File: config.mk
export PLATFORM = sky130hd
export DESIGN_NAME = uart_rx_core
export DESIGN_NICKNAME = d
export VERILOG_FILES = /design/src/rtl/uart_rx_core.sv
export SDC_FILE = /design/constraint.sdc
export NUM_CORES = 1
export LEC_CHECK = 0
export BUFFER_PORTS_ARGS = -buffer_cell sky130_fd_sc_hd__buf_2
export CAP_MARGIN = 20
export CORE_MARGIN = 3
export CORE_UTILIZATION = 40
export CTS_BUF_LIST = sky130_fd_sc_hd__clkbuf_2
export DETAILED_ROUTE_END_ITERATION = 8
export HOLD_SLACK_MARGIN = 0.02
export SLEW_MARGIN = 10
export SYNTH_ARGS = -nofsm -noshare
export SYNTH_HDL_FRONTEND = slang
export SYNTH_SLANG_ARGS = --single-unit
export TNS_END_PERCENT = 30
File: constraint.sdc
create_clock -name i_clk -period 3 [get_ports i_clk]
set_input_delay 0 -clock i_clk [delete_from_list [all_inputs] [get_ports i_clk]]
set_output_delay 0 -clock i_clk [all_outputs]
set_load 0.03 [all_outputs]
File: src/rtl/uart_rx_core.sv
// 16x-oversampled UART receiver: 2-flop sync, majority vote at ticks 7/8/9, valid/ready byte output.
// Optional parity stage enabled by defining UART_RX_PARITY_EN.
module uart_rx_core #(
   parameter int DATA_BITS = 8,
   parameter int DIV_W     = 16
) (
   input  logic                 i_clk,
   input  logic                 i_reset,
   input  logic [DIV_W-1:0]     i_baud_div,
   input  logic                 i_uart_rx,
   output logic [DATA_BITS-1:0] o_data,
   output logic                 o_valid,
   input  logic                 i_ready,
   output logic                 o_frame_err,
   output logic                 o_overrun,
   input  logic                 i_clr_ovr,
   output logic                 o_busy
`ifdef UART_RX_PARITY_EN
  ,input  logic                 i_parity_odd,
   output logic                 o_parity_err
`endif
);

   localparam int BW = $clog2(DATA_BITS);
   localparam logic [BW-1:0] BIT_LAST = BW'(DATA_BITS - 1);

   typedef enum logic [2:0] {
      S_IDLE, S_START, S_DATA, S_PARITY, S_STOP, S_WAIT_HI
   } state_t;

   state_t                 r_state;
   logic                   r_sync1, r_sync2, r_rx_d;
   logic [DIV_W-1:0]       r_tick_cnt;
   logic [3:0]             r_samp;
   logic [BW-1:0]          r_bit;
   logic                   r_s7, r_s8;
   logic [DATA_BITS-1:0]   r_shift;
   logic                   r_dlv, r_dlv_ferr;
   logic                   w_fall, w_start, w_tick, w_maj;
   logic [3:0]             w_idx;
`ifdef UART_RX_PARITY_EN
   logic                   r_par, r_dlv_perr, w_perr;
`endif

   always_ff @(posedge i_clk or posedge i_reset) begin
      if (i_reset) begin
         r_sync1 <= 1'b1;
         r_sync2 <= 1'b1;
         r_rx_d  <= 1'b1;
      end else begin
         r_sync1 <= i_uart_rx;
         r_sync2 <= r_sync1;
         r_rx_d  <= r_sync2;
      end
   end

   assign w_fall  = r_rx_d & ~r_sync2;
   assign w_start = (r_state == S_IDLE) && w_fall;
   assign w_tick  = (r_tick_cnt == '0) && !w_start;
   assign w_idx   = r_samp + 4'd1;
   assign w_maj   = (r_s7 & r_s8) | (r_s7 & r_sync2) | (r_s8 & r_sync2);
`ifdef UART_RX_PARITY_EN
   assign w_perr  = ((^r_shift) ^ r_par) != i_parity_odd;
`endif

   // Reload on the start edge so every sample point is measured from the edge itself.
   always_ff @(posedge i_clk or posedge i_reset) begin
      if (i_reset)
         r_tick_cnt <= '0;
      else if (w_start || r_tick_cnt == '0)
         r_tick_cnt <= i_baud_div;
      else
         r_tick_cnt <= r_tick_cnt - 1'b1;
   end

   always_ff @(posedge i_clk or posedge i_reset) begin
      if (i_reset) begin
         r_state    <= S_IDLE;
         r_samp     <= '0;
         r_bit      <= '0;
         r_s7       <= 1'b1;
         r_s8       <= 1'b1;
         r_shift    <= '0;
         r_dlv      <= 1'b0;
         r_dlv_ferr <= 1'b0;
         o_busy     <= 1'b0;
`ifdef UART_RX_PARITY_EN
         r_par      <= 1'b0;
         r_dlv_perr <= 1'b0;
`endif
      end else begin
         r_dlv <= 1'b0;
         if (r_state != S_IDLE && w_tick) begin
            r_samp <= w_idx;
            if (w_idx == 4'd7) r_s7 <= r_sync2;
            if (w_idx == 4'd8) r_s8 <= r_sync2;
         end
         case (r_state)
            S_IDLE: begin
               if (w_fall) begin
                  r_state <= S_START;
                  r_samp  <= '0;
                  o_busy  <= 1'b1;
               end
            end
            S_START: begin
               if (w_tick && w_idx == 4'd9 && w_maj) begin
                  r_state <= S_IDLE;
                  o_busy  <= 1'b0;
               end else if (w_tick && w_idx == 4'd15) begin
                  r_state <= S_DATA;
                  r_bit   <= '0;
               end
            end
            S_DATA: begin
               if (w_tick && w_idx == 4'd9)
                  r_shift <= {w_maj, r_shift[DATA_BITS-1:1]};
               if (w_tick && w_idx == 4'd15) begin
                  if (r_bit == BIT_LAST)
`ifdef UART_RX_PARITY_EN
                     r_state <= S_PARITY;
`else
                     r_state <= S_STOP;
`endif
                  else
                     r_bit <= r_bit + 1'b1;
               end
            end
`ifdef UART_RX_PARITY_EN
            S_PARITY: begin
               if (w_tick && w_idx == 4'd9) r_par <= w_maj;
               if (w_tick && w_idx == 4'd15) r_state <= S_STOP;
            end
`endif
            S_STOP: begin
               // Leave mid-stop so the next start edge is never missed.
               if (w_tick && w_idx == 4'd9) begin
                  r_dlv      <= 1'b1;
                  r_dlv_ferr <= ~w_maj;
`ifdef UART_RX_PARITY_EN
                  r_dlv_perr <= w_perr;
`endif
                  if (w_maj) begin
                     r_state <= S_IDLE;
                     o_busy  <= 1'b0;
                  end else begin
                     r_state <= S_WAIT_HI;
                  end
               end
            end
            S_WAIT_HI: begin
               if (r_sync2) begin
                  r_state <= S_IDLE;
                  o_busy  <= 1'b0;
               end
            end
            default: begin
               r_state <= S_IDLE;
               o_busy  <= 1'b0;
            end
         endcase
      end
   end

   // A held byte is never overwritten; a new one arriving while held is dropped and flagged.
   always_ff @(posedge i_clk or posedge i_reset) begin
      if (i_reset) begin
         o_data       <= '0;
         o_valid      <= 1'b0;
         o_frame_err  <= 1'b0;
         o_overrun    <= 1'b0;
`ifdef UART_RX_PARITY_EN
         o_parity_err <= 1'b0;
`endif
      end else begin
         if (r_dlv && (!o_valid || i_ready)) begin
            o_data       <= r_shift;
            o_frame_err  <= r_dlv_ferr;
            o_valid      <= 1'b1;
`ifdef UART_RX_PARITY_EN
            o_parity_err <= r_dlv_perr;
`endif
         end else if (o_valid && i_ready) begin
            o_valid <= 1'b0;
         end
         o_overrun <= (o_overrun & ~i_clr_ovr) | (r_dlv & o_valid & ~i_ready);
      end
   end

endmodule

# == After elaboration in Yosys (flattened, before gate mapping) ==
# Index checks and enable logic that the tools add are counted.
# word_totals
regBits,53
input_bits,21
out_inout_bits,12
word_cells,107
# classes
add_sub_neg,3
eq_ne,20
n_mux,28
bitwise_logic,15
reduce_logical,24
# ops
cell,n
two-way mux 3 bit,12
"!= test 2 bit, second input constant",10
zero test 16 bit,1
two-way mux 16 bit,1
"subtractor 16 x 1 -> 16 bit, second input constant",1
case mux 3 bit (5 select lines),1
"== test 4 bit, second input constant",3
two-way mux 4 bit,3
AND reduction 6 bit,2
"== test 3 bit, second input constant",3
two-way mux 1 bit,9
logical AND 1 bit,8
AND reduction 2 bit,4
AND 1 bit,7
case mux 3 bit (2 select lines),1
inverter 1 bit,5
case mux 1 bit (5 select lines),1
AND reduction 5 bit,1
"adder 4 x 1 -> 4 bit, second input constant",1
"== test 4 x 3 -> 1 bit, second input constant",1
nonzero test 2 bit,2
"adder 3 x 1 -> 3 bit, second input constant",1
"== test 3 x 1 -> 1 bit, second input constant",1
"== test 3 x 2 -> 1 bit, second input constant",1
6 further kinds,10

# == Logic depth before layout (Yosys ltp) ==
# logic_depth
word_depth,9
ltp_mapped,8
depth_no_buf,7

# == Worst setup path before layout ==
# Ideal clock, no wire load.
# synth_path
path_kind,register to register
startpoint,register r_tick_cnt[0]
endpoint,register r_bit[0]
setup_time_ns,0.125
arrival_ns,1.941
required_ns,2.875
slack_ns,0.934
path_stages_with_launch,8
path_buffers,0
period_less_slack_ns,2.066
path_cell_list,dfrtp_1 > inv_1 > ha_1 > nor4b_1 > nand4_1 > nor3_2 > and3_2 > mux2_2
# synth_between
elab_chain_cells,6
word_cells_on_any_way,9
cone_classes,eq/ne (3); reduce/logical (6)
# synth_lines
item,line,text
"start, declared",33,logic [DIV_W-1:0] r_tick_cnt;
"start signal, assigned",71,r_tick_cnt <= i_baud_div;
"start signal, assigned",73,r_tick_cnt <= r_tick_cnt - 1'b1;
zero test 16 bit (*),59,assign w_tick = (r_tick_cnt == '0) && !w_start;
logical AND 1 bit (*),59,
logical AND 1 bit (2 in a row),107,if (w_tick && w_idx == 4'd9 && w_maj) begin
!= test 2 bit (no line),n/a,
AND reduction 5 bit (no line) (*),n/a,
"end signal, assigned",126,r_bit <= r_bit + 1'b1;
"end, declared",35,logic [BW-1:0] r_bit;
# Mark *: on every way between the ends. The rest lies on a longest branch, timed or not.
# A chain may end at the register's enable or synchronous reset.

# == Worst setup path in the final report ==
# Same ends and word-level chain as after synthesis.

==> run summary <==
Iter 0 DRT Violations: 178
Setup crit start kind: flip-flop
Post-synthesis cell count: 243
Clock buffer count from CTS: 5
Layout cell share with drive strength beyond 1: 26.0%
Worst path required time: 3.34 ns
Fin nets: 327
Area leader, netlist: dfrtp_1
CTS resizes: 0
Initial antenna violation count: 0
Htree depth: 2
Crit path DAT: 2.70 ns
Initial core utilization: 41.5%
Post-CTS Hold Buffers: 21
Vias: 1,883
Top_reg_cell synth: dfrtp_1
RSZ-0062 raised after global routing: false
Yosys warns: 0
Residual DRC: 0
Most frequent cells after synthesis: 48 x dfrtp_1, 31 x nand2_1, 19 x mux2_2
Sequential power share: 57.6%
Hold Violations, Final: 0
Clock Latency Late Sink: 0.42 ns
Clk sinks: 53
Setup TNS Final: 0 ns
Sw power: 0.000419 W
Area Overhead vs Synth: 20.8%
Placed Cells incl. Taps: 348
I/O Pins: 33
# rows: 29
Fin util: 50.1%
Top-count cell post-synth: dfrtp_1
Sequential share of the synthesized area: 50.3%
Root Driver: clkbuf_2
Net Sw Frac: 26.8%
Reg-to-reg startpoint: r_tick_cnt[0]$_DFF_PP0_
Grt ovf: 0
Vias in the first global route: 1,918
Detail Placement HPWL: 3420 um
RR Endpoint: r_bit[0]$_DFFE_PP0P_
Status: finished clean
Vert. Die Dim: 87.4 um
FF+latch count, synth: 53
Clk buf depth: 2
Max Cap Viol: 0
Antenna cell count: 0
Clock slew at reported path FFs: 0.27 ns
Syn nets: 271
Post-synth cell types: 49
Fin crit share: 78.9%
EDFF count, synth: 0
Largest net degree at the start of global routing: 37
CP Max Fanout: 5
Max IR drop VDD: 0.381 mV
Fillers: 586
First-pass GRT wire length: 8620 um
Port Buffers: 32
Async set or reset register ratio after synthesis: 100%
Hold Path Class: in2async
Reg2reg setup slack: 0.63 ns
Comb pwr share: 14.2%
Crit path kind: reg2reg
Routed wire length per instance: 12.9 um
Setup Skew: 0.0270 ns
Vias per Instance: 4.99
Top cell type's share of synthesized area: 45.4%
Die area: 7630 um2
TritonRoute pass-1 iters: 4
Reg2reg path depth: 7
Syn Std Cell Area: 2650 um2
GR Util All Layers: 14.1%
Worst Hold Slack: 0.0957 ns
Slew Limit Headroom: 53.6%
Syn Area/Cell: 10.9 um2
Static leakage: 1.42 nW
Core Footprint: 6390 um2
CTS tree: done
Post-route insts no fill: 377
Fin crit period: 2.37 ns
Global placement routability congestion: 0.798
Fin. max-slew vios: 0
Setup crit end kind: flip-flop
Worst-Margin Slew: 0.694 ns
Die width: 87.4 um
# setup viols final: 0
Fmax: 422 MHz
P_int: 0.00114 W
Post-CTS Setup Bufs: 0
WL final: 4860 um
Ranking of synthesized cells by area: dfrtp_1 45%, mux2_2 8.1%, dfstp_2 5.0%, nand2_1 4.4%, xnor2_1 3.6%
Power density over the cells: 488 nW/um2
Post-route ant nets: 0
Clock network power share: 28.2%
-- per-stage QoR --
step | power (W) | worst slack, ns | area, um2
floorplan | 0.00105 | 0.934 | 2650
global placement | 0.00111 | 0.738 | 2880
detailed placement | 0.00111 | 0.693 | 2900
CTS | 0.00159 | 0.650 | 3200
global route | 0.00166 | 0.429 | 3200
finish | 0.00156 | 0.633 | 3200
-- state kept, by name, summed over array words and instances (netlist names) --
name,count
r_rx_d,1
r_s8,1
r_sync1,1
r_sync2,1
o_busy,1
o_data,8
o_overrun,1
o_valid,1
r_samp,4
r_dlv_ferr,1
r_dlv,1
r_s7,1
r_shift,8
r_state,3
o_frame_err,1
r_bit,3
r_tick_cnt,16
-- power groups by stage --
stage	clock network, W	logic [W]	registers [W]
2_1_floorplan	0	0.000152	0.000893
3_5_place_dp	0	0.000203	0.000911
3_3_place_gp	0	0.000198	0.000911
5_1_grt	0.000490	0.000261	0.000912
6_report	0.000440	0.000222	0.000899
4_1_cts	0.000462	0.000225	0.000898
-- worst max-delay path: stages (launching register included) --
cell     delay, ns
dfrtp_1       0.48
inv_1         0.07
ha_1          0.22
nor4b_1       0.34
nand4_1       0.28
nor3_2        0.28
and3_2        0.28
mux2_2        0.33
-- cells by family (layout without fill, tap and decap cells) --
group	count (synthesis)	after routing	synth area share (%)
adders and majority gates	8	8	3.69
and+or+nand+nor	91	91	20.4
AOI/OAI and AO/OA	30	30	6.38
DFF	53	53	50.3
muxes	24	24	10.0
buffers and inverters	19	76	3.26
xor gates and xnor gates	18	18	5.95
-- final cells by class --
| class | count | area (um2) | share of cell area, % |
|---|---|---|---|
| clock buffers | 5 | 25.0 | 0.782 |
| clock inverters | 3 | 65.1 | 2.03 |
| inverters | 12 | 45.0 | 1.41 |
| multi-input cells | 171 | 1230 | 38.4 |
| flip-flops and latches | 53 | 1330 | 41.7 |
| well taps | 77 | 96.3 | 3.01 |
| repair buffers | 56 | 405 | 12.7 |
-- metal layers --
layer / share of wire [%] / track usage (%)
met1: 46 / 18.8
met2: 49 / 22.9
met3: 4.1 / 3.12
met4: 0.64 / 4.32
met5: 0 / 0
-- placed cells by master, fill, tap and decap left out, drive strengths merged, types with 4 or more instances in the layout --
cell         netlist  final
mux2i              4      4
clkbuf             2      5
inv               12     12
nand2b             4      4
o21ai             19     19
buf                5     35
dfrtp             48     48
nor3              10     10
xnor2             11     11
nand2             31     31
nor4               7      7
a21oi              4      4
ha                 7      7
dfstp              5      5
xor2               7      7
nand4              4      4
mux2              20     20
dlygate4sd3        0     21
nor2              10     10
-- worst max-delay path by stage --
| stage | endpoint | cells after the start | startpoint | slack [ns] |
|---|---|---|---|---|
| after floorplan | r_bit[0]$_DFFE_PP0P_ | 7 | r_tick_cnt[0]$_DFF_PP0_ | 0.93 |
| after global placement | r_bit[0]$_DFFE_PP0P_ | 7 | r_tick_cnt[0]$_DFF_PP0_ | 0.74 |
| after detailed placement | r_bit[0]$_DFFE_PP0P_ | 7 | r_tick_cnt[0]$_DFF_PP0_ | 0.69 |
| after CTS | r_bit[0]$_DFFE_PP0P_ | 7 | r_tick_cnt[0]$_DFF_PP0_ | 0.65 |
| after global routing | r_bit[0]$_DFFE_PP0P_ | 7 | r_tick_cnt[0]$_DFF_PP0_ | 0.43 |
| final | r_bit[0]$_DFFE_PP0P_ | 7 | r_tick_cnt[0]$_DFF_PP0_ | 0.63 |
Note: power is estimated with default switching activity, not from simulation.
